[config.mk]
export PLATFORM = sky130hd
export DESIGN_NAME = prc_frame_copy
export DESIGN_NICKNAME = d
export VERILOG_FILES = /design/src/rtl/prc_frame_copy.sv
export SDC_FILE = /design/constraint.sdc
export NUM_CORES = 1
export LEC_CHECK = 0
export BUFFER_PORTS_ARGS = -buffer_cell sky130_fd_sc_hd__buf_2
export CAP_MARGIN = 10
export CORE_ASPECT_RATIO = 1.1
export CORE_MARGIN = 4
export CORE_UTILIZATION = 45
export CTS_CLUSTER_DIAMETER = 30
export DETAILED_ROUTE_END_ITERATION = 10
export PLACE_DENSITY_LB_ADDON = 0.05
export SYNTH_ARGS = -nofsm -noshare
export SYNTH_HDL_FRONTEND = slang
export SYNTH_SLANG_ARGS = --single-unit
[constraint.sdc]
create_clock -name clk -period 3.8 [get_ports clk]
set_input_delay 0 -clock clk [delete_from_list [all_inputs] [get_ports clk]]
set_output_delay 0 -clock clk [all_outputs]
set_load 0.03 [all_outputs]
[src/rtl/prc_frame_copy.sv]
// prc_frame_copy: bus initiator that copies the 96x64 1bpp framebuffer from RAM to the LCD controller.
// Optional feature: define PRC_FRAME_COPY_ABORT_EN to let 'abort' cancel a copy in progress.
module prc_frame_copy #(
    parameter logic [23:0] FB_BASE       = 24'h001000,
    parameter logic [23:0] LCD_CMD_ADDR  = 24'h0020FE,
    parameter logic [23:0] LCD_DATA_ADDR = 24'h0020FF,
    parameter int          NUM_PAGES     = 8,
    parameter int          NUM_COLS      = 96
) (
    input  logic        clk,
    input  logic        reset,
    input  logic        start,
    input  logic        abort,
    output logic        bus_req,
    input  logic        bus_grant,
    output logic [23:0] bus_address,
    output logic        bus_read,
    output logic        bus_write,
    output logic [7:0]  bus_data_out,
    input  logic [7:0]  bus_data_in,
    output logic        busy,
    output logic        done,
    output logic [7:0]  frame_count
);

    localparam int PAGE_W = (NUM_PAGES > 1) ? $clog2(NUM_PAGES) : 1;
    localparam int COL_W  = (NUM_COLS > 1) ? $clog2(NUM_COLS) : 1;
    localparam logic [PAGE_W-1:0] LAST_PAGE = PAGE_W'(NUM_PAGES - 1);
    localparam logic [COL_W-1:0]  LAST_COL  = COL_W'(NUM_COLS - 1);

    typedef enum logic [2:0] {
        S_IDLE,
        S_CMD_PAGE,
        S_CMD_COLH,
        S_CMD_COLL,
        S_RD,
        S_WR,
        S_FIN
    } state_t;

    state_t            r_state;
    state_t            w_nextState;
    logic [PAGE_W-1:0] r_page;
    logic [COL_W-1:0]  r_col;
    logic [7:0]        r_data;
    logic [7:0]        r_frameCount;
    logic [23:0]       w_rdAddress;
    logic              w_abort;

`ifdef PRC_FRAME_COPY_ABORT_EN
    // FIN is left alone: that frame has already completed and is signalling done.
    assign w_abort = abort && (r_state != S_FIN);
`else
    logic w_unusedAbort;
    assign w_unusedAbort = abort;
    assign w_abort       = 1'b0;
`endif

    assign w_rdAddress = FB_BASE + 24'(r_page) * 24'(NUM_COLS) + 24'(r_col);

    always_ff @(posedge clk or posedge reset) begin
        if (reset) begin
            r_state      <= S_IDLE;
            r_page       <= '0;
            r_col        <= '0;
            r_data       <= '0;
            r_frameCount <= '0;
        end else begin
            r_state <= w_nextState;
            if (r_state == S_IDLE) begin
                r_page <= '0;
                r_col  <= '0;
            end
            if (r_state == S_RD && bus_grant) begin
                r_data <= bus_data_in;
            end
            // Column/page walk advances only on a granted data write.
            if (r_state == S_WR && bus_grant) begin
                if (r_col != LAST_COL) begin
                    r_col <= r_col + COL_W'(1);
                end else if (r_page != LAST_PAGE) begin
                    r_col  <= '0;
                    r_page <= r_page + PAGE_W'(1);
                end
            end
            if (r_state == S_FIN) begin
                r_frameCount <= r_frameCount + 8'd1;
            end
        end
    end

    always_comb begin
        w_nextState  = r_state;
        bus_address  = '0;
        bus_data_out = '0;
        bus_read     = 1'b0;
        bus_write    = 1'b0;
        case (r_state)
            S_IDLE: begin
                if (start) w_nextState = S_CMD_PAGE;
            end
            S_CMD_PAGE: begin
                bus_address  = LCD_CMD_ADDR;
                bus_data_out = 8'hB0 | 8'(r_page);
                bus_write    = bus_grant;
                if (bus_grant) w_nextState = S_CMD_COLH;
            end
            S_CMD_COLH: begin
                bus_address  = LCD_CMD_ADDR;
                bus_data_out = 8'h10;
                bus_write    = bus_grant;
                if (bus_grant) w_nextState = S_CMD_COLL;
            end
            S_CMD_COLL: begin
                bus_address  = LCD_CMD_ADDR;
                bus_data_out = 8'h00;
                bus_write    = bus_grant;
                if (bus_grant) w_nextState = S_RD;
            end
            S_RD: begin
                bus_address = w_rdAddress;
                bus_read    = bus_grant;
                if (bus_grant) w_nextState = S_WR;
            end
            S_WR: begin
                bus_address  = LCD_DATA_ADDR;
                bus_data_out = r_data;
                bus_write    = bus_grant;
                if (bus_grant) begin
                    if (r_col != LAST_COL)       w_nextState = S_RD;
                    else if (r_page != LAST_PAGE) w_nextState = S_CMD_PAGE;
                    else                         w_nextState = S_FIN;
                end
            end
            S_FIN: begin
                w_nextState = S_IDLE;
            end
            default: begin
                w_nextState = S_IDLE;
            end
        endcase
        if (w_abort) w_nextState = S_IDLE;
    end

    assign busy        = (r_state != S_IDLE) && (r_state != S_FIN);
    assign bus_req     = busy;
    assign done        = (r_state == S_FIN);
    assign frame_count = r_frameCount;

endmodule

==> run_results.csv <==
group,metric,value,unit
outcome,status,"finished clean",
finish,fillCellCount,396,
hold_path,hp-start,"start",
finish,final_common_cell,"buf_2",
global_route,grtUsageTotal,16.94,%
finish,area_delta_synth_final,20.66,%
power,power_density,469.2,nW/µm²
yosys,yosysTopAreaCellShare,37.56,%
yosys,syn_inst,205,
yosys,async_flop_share,100.0,%
clock_tree,post_cts_resized,0,
route,ant_nets,0,
route,wl_per_cell,13.66,µm
setup_path,crit_type,"reg2out",
sta,maxSlewHeadroom,47.13,%
finish,multi_input_area,1027,µm²
setup_path,crit_arrival,2.41,ns
sta,fmax,0.4151,GHz
route,drtPass1Iterations,4,
yosys,ys_types,44,
yosys,yosys_warnings,0,
placed_design,place_hpwl,2932,µm
setup_path,crit_chain,"nand2b_1 -> or2_4 -> inv_2 -> and2_1 -> buf_2",
clock_tree,clk_pin_slew,0.07,ns
route,vias,1544,
clock_tree,cts_sinks,29,
sta,hold_violations,0,
clock_tree,cts_buffer_depth,2,
yosys,syn_area,1932,µm²
finish,n_antenna_cell,0,
power,clkPwrFrac,35.2,%
setup_path,rr_startpoint,"r_state[2]",
power,power_frac_seq,37.1,%
route,avgViaCountPerCell,5.013,
setup_path,end_kind,"primary output",
placed_design,placed_cells,291,
placed_design,gp_congestion,0.7470,
setup_path,rr_worst_depth,5,
clock_tree,cts_root_buffer,"clkbuf_8",
sta,clock_skew,0.005834,ns
power,peakVddDrop,0.0003549,V
sta,hold_ws,0.1444,ns
finish,final_cells,308,
setup_path,worst_ep_required_time,3.80,ns
yosys,avgSynthCellArea,9.424,µm²
sta,min_period,2.409,ns
setup_path,cp_slowest_stage_delay,0.86,ns
sta,grt_setup_unrepaired,"false",
finish,drive_above_1_share,24.22,%
yosys,ys_seq_elements,29,
route,drtIter0Drc,43,
placed_design,portBuffers,45,
route,totalWireLength,4206,µm
power,leakagePower,1.186,nW
placed_design,place_area,2107,µm²
floorplanning,rows,24,
clock_tree,cts_tree,"built",
setup_path,setup.worst_path.start_class,"register",
sta,worstMarginPinSlew,0.7930,ns
setup_path,critical_path.slowest_cell,"dfrtp_1",
yosys,ys_top_cells_by_area,"dfrtp_1 (38%), buf_4 (5.4%), mux2_1 (5.2%), ha_1 (5.2%), a21oi_1 (3.6%)",
floorplanning,design.core.area,4054,µm²
setup_path,rrSetupSlack,1.47,ns
clock_tree,clk_latency,0.28,ns
hold_path,holdPathEnd,"r_state[0]",
floorplanning,pin_count,58,
global_route,grt_max_degree,30,
flow_run,cap_violations,0,
setup_path,worst-path-max-fanout,24,
sta,setup_viol,0,
sta,post-route-period-util,63.40,%
global_route,grt.overflow.total,0,
power,p_comb_share,27.7,%
floorplanning,die_w,70.47,µm
hold_path,hp-class,"in2reg",
global_route,grt_pass1_vias,1521,
hold_path,hold_path_depth,4,
floorplanning,die_h,76.72,µm
power,switching_share,33.98,%
floorplanning,initial_core_util,47.65,%
clock_tree,htree_num_levels,2,
power,p_switching,0.3717,mW
sta,finalMaxSlewViolations,0,
power,p_int,0.7220,mW
yosys,synth_flop_cell,"dfrtp_1",
power,report.power.total,1.094,mW
finish,fin_area,2331,µm²
global_route,grt_antenna_before_repair,0,
clock_tree,numCtsBuffers,5,
route,post-route-drc-count,0,
setup_path,r2r_end,"r_data[5]",
floorplanning,dieArea,5406,µm²
finish,final_cell_mix,"buf_2 (45), dfrtp_1 (29), nor2_1 (17), inv_1 (14), a21oi_1 (14)",
finish,regArea,725.7,µm²
yosys,ys_seq_area_share,37.56,%
yosys,synth_top_area_cell,"dfrtp_1",
finish,fin_nets,278,
global_route,grt_first_pass_wirelength,7396,µm
yosys,synth-edff-count,0,
sta,fin_setup_tns,0,ns
-- how the worst max path moves through the flow --
stage,startpoint,end,slack (ns),depth (start not counted)
global placement,r_state[2],r_data[5],1.50,5
global route,r_state[2],bus_read,1.15,5
detailed placement,r_state[2],r_data[5],1.46,5
finish,r_state[2],bus_read,1.39,5
floorplan,r_page[0],bus_address[10],1.46,5
CTS,r_state[2],bus_read,1.35,5
-- critical path, delay by kind of cell, from the launching register on --
| family | cells | cell delay, ns |
|---|---|---|
| simple gates | 3 | 0.92 |
| buf+inv | 2 | 0.34 |
| flops | 1 | 0.86 |
-- layer usage --
layer	global-route usage, %	share of wire, %
met5	0	0
met1	22.82	45
met3	4.183	6.3
met4	5.747	0.90
met2	26.40	47
-- Yosys cell counts (2+ instances only) --
master	number
dfrtp_1	29
nor2_1	17
a21oi_1	14
buf_4	14
inv_1	14
nand2_1	11
mux2_1	9
ha_1	8
nand3_1	7
o21ai_0	7
xor2_1	7
nand2b_1	6
xnor2_1	6
mux2i_1	5
o21ai_1	4
or3_1	4
and2_1	3
buf_6	3
clkbuf_1	3
nor3_1	3
o22ai_1	3
a31oi_1	2
buf_2	2
fa_1	2
nand4_1	2
o31ai_1	2
-- flip-flops by register name (all words and copies together), names as in the netlist --
signal,count
frame_count,8
r_data,8
r_state,3
r_page,3
r_col,7
-- layout make-up --
class / instances / share of cell area, %
timing repair buffer: 55 / 13.85
multi-input combinational: 149 / 44.07
sequential: 29 / 31.13
inverter: 15 / 2.415
clock buffer: 5 / 2.952
tap: 52 / 2.791
clock inverter: 3 / 2.791
-- power groups by stage --
stage	combinational, mW	clock [mW]	sequential (mW)
after floorplan	0.254	0	0.392
after global placement	0.298	0	0.410
after detailed placement	0.299	0	0.411
after CTS	0.307	0.397	0.405
after global routing	0.336	0.411	0.415
final	0.303	0.385	0.406
-- logic make-up (layout without fill, tap and decap cells) --
kind of cell               after synthesis  after routing  share of synthesized area (%)
AOI/OAI and AO/OA                       35             35                          10.62
xor gates and xnor gates                13             13                          5.894
adders and majority gates               11             11                          7.772
buffers and inverters                   37             78                          11.20
DFF                                     29             29                          37.56
muxes                                   14             14                          7.837
other                                    1             11                         0.1941
and+or+nand+nor                         65             65                          18.91
-- metrics by stage --
step / setup slack (ns) / util, %
finish: 1.391 / 57.50
global route: 1.154 / 57.50
CTS: 1.352 / 57.50
detailed placement: 1.461 / 51.98
global placement: 1.504 / 51.98
floorplan: 1.462 / -
-- timing repair --
action / 4_1_cts / 5_1_grt
endpoints found under the hold margin: 37 / 0
buffers inserted: 0 / 0
endpoints found under the setup margin: 0 / 0
hold buffers: 9 / 0
Power figures use the tool's default switching activity.
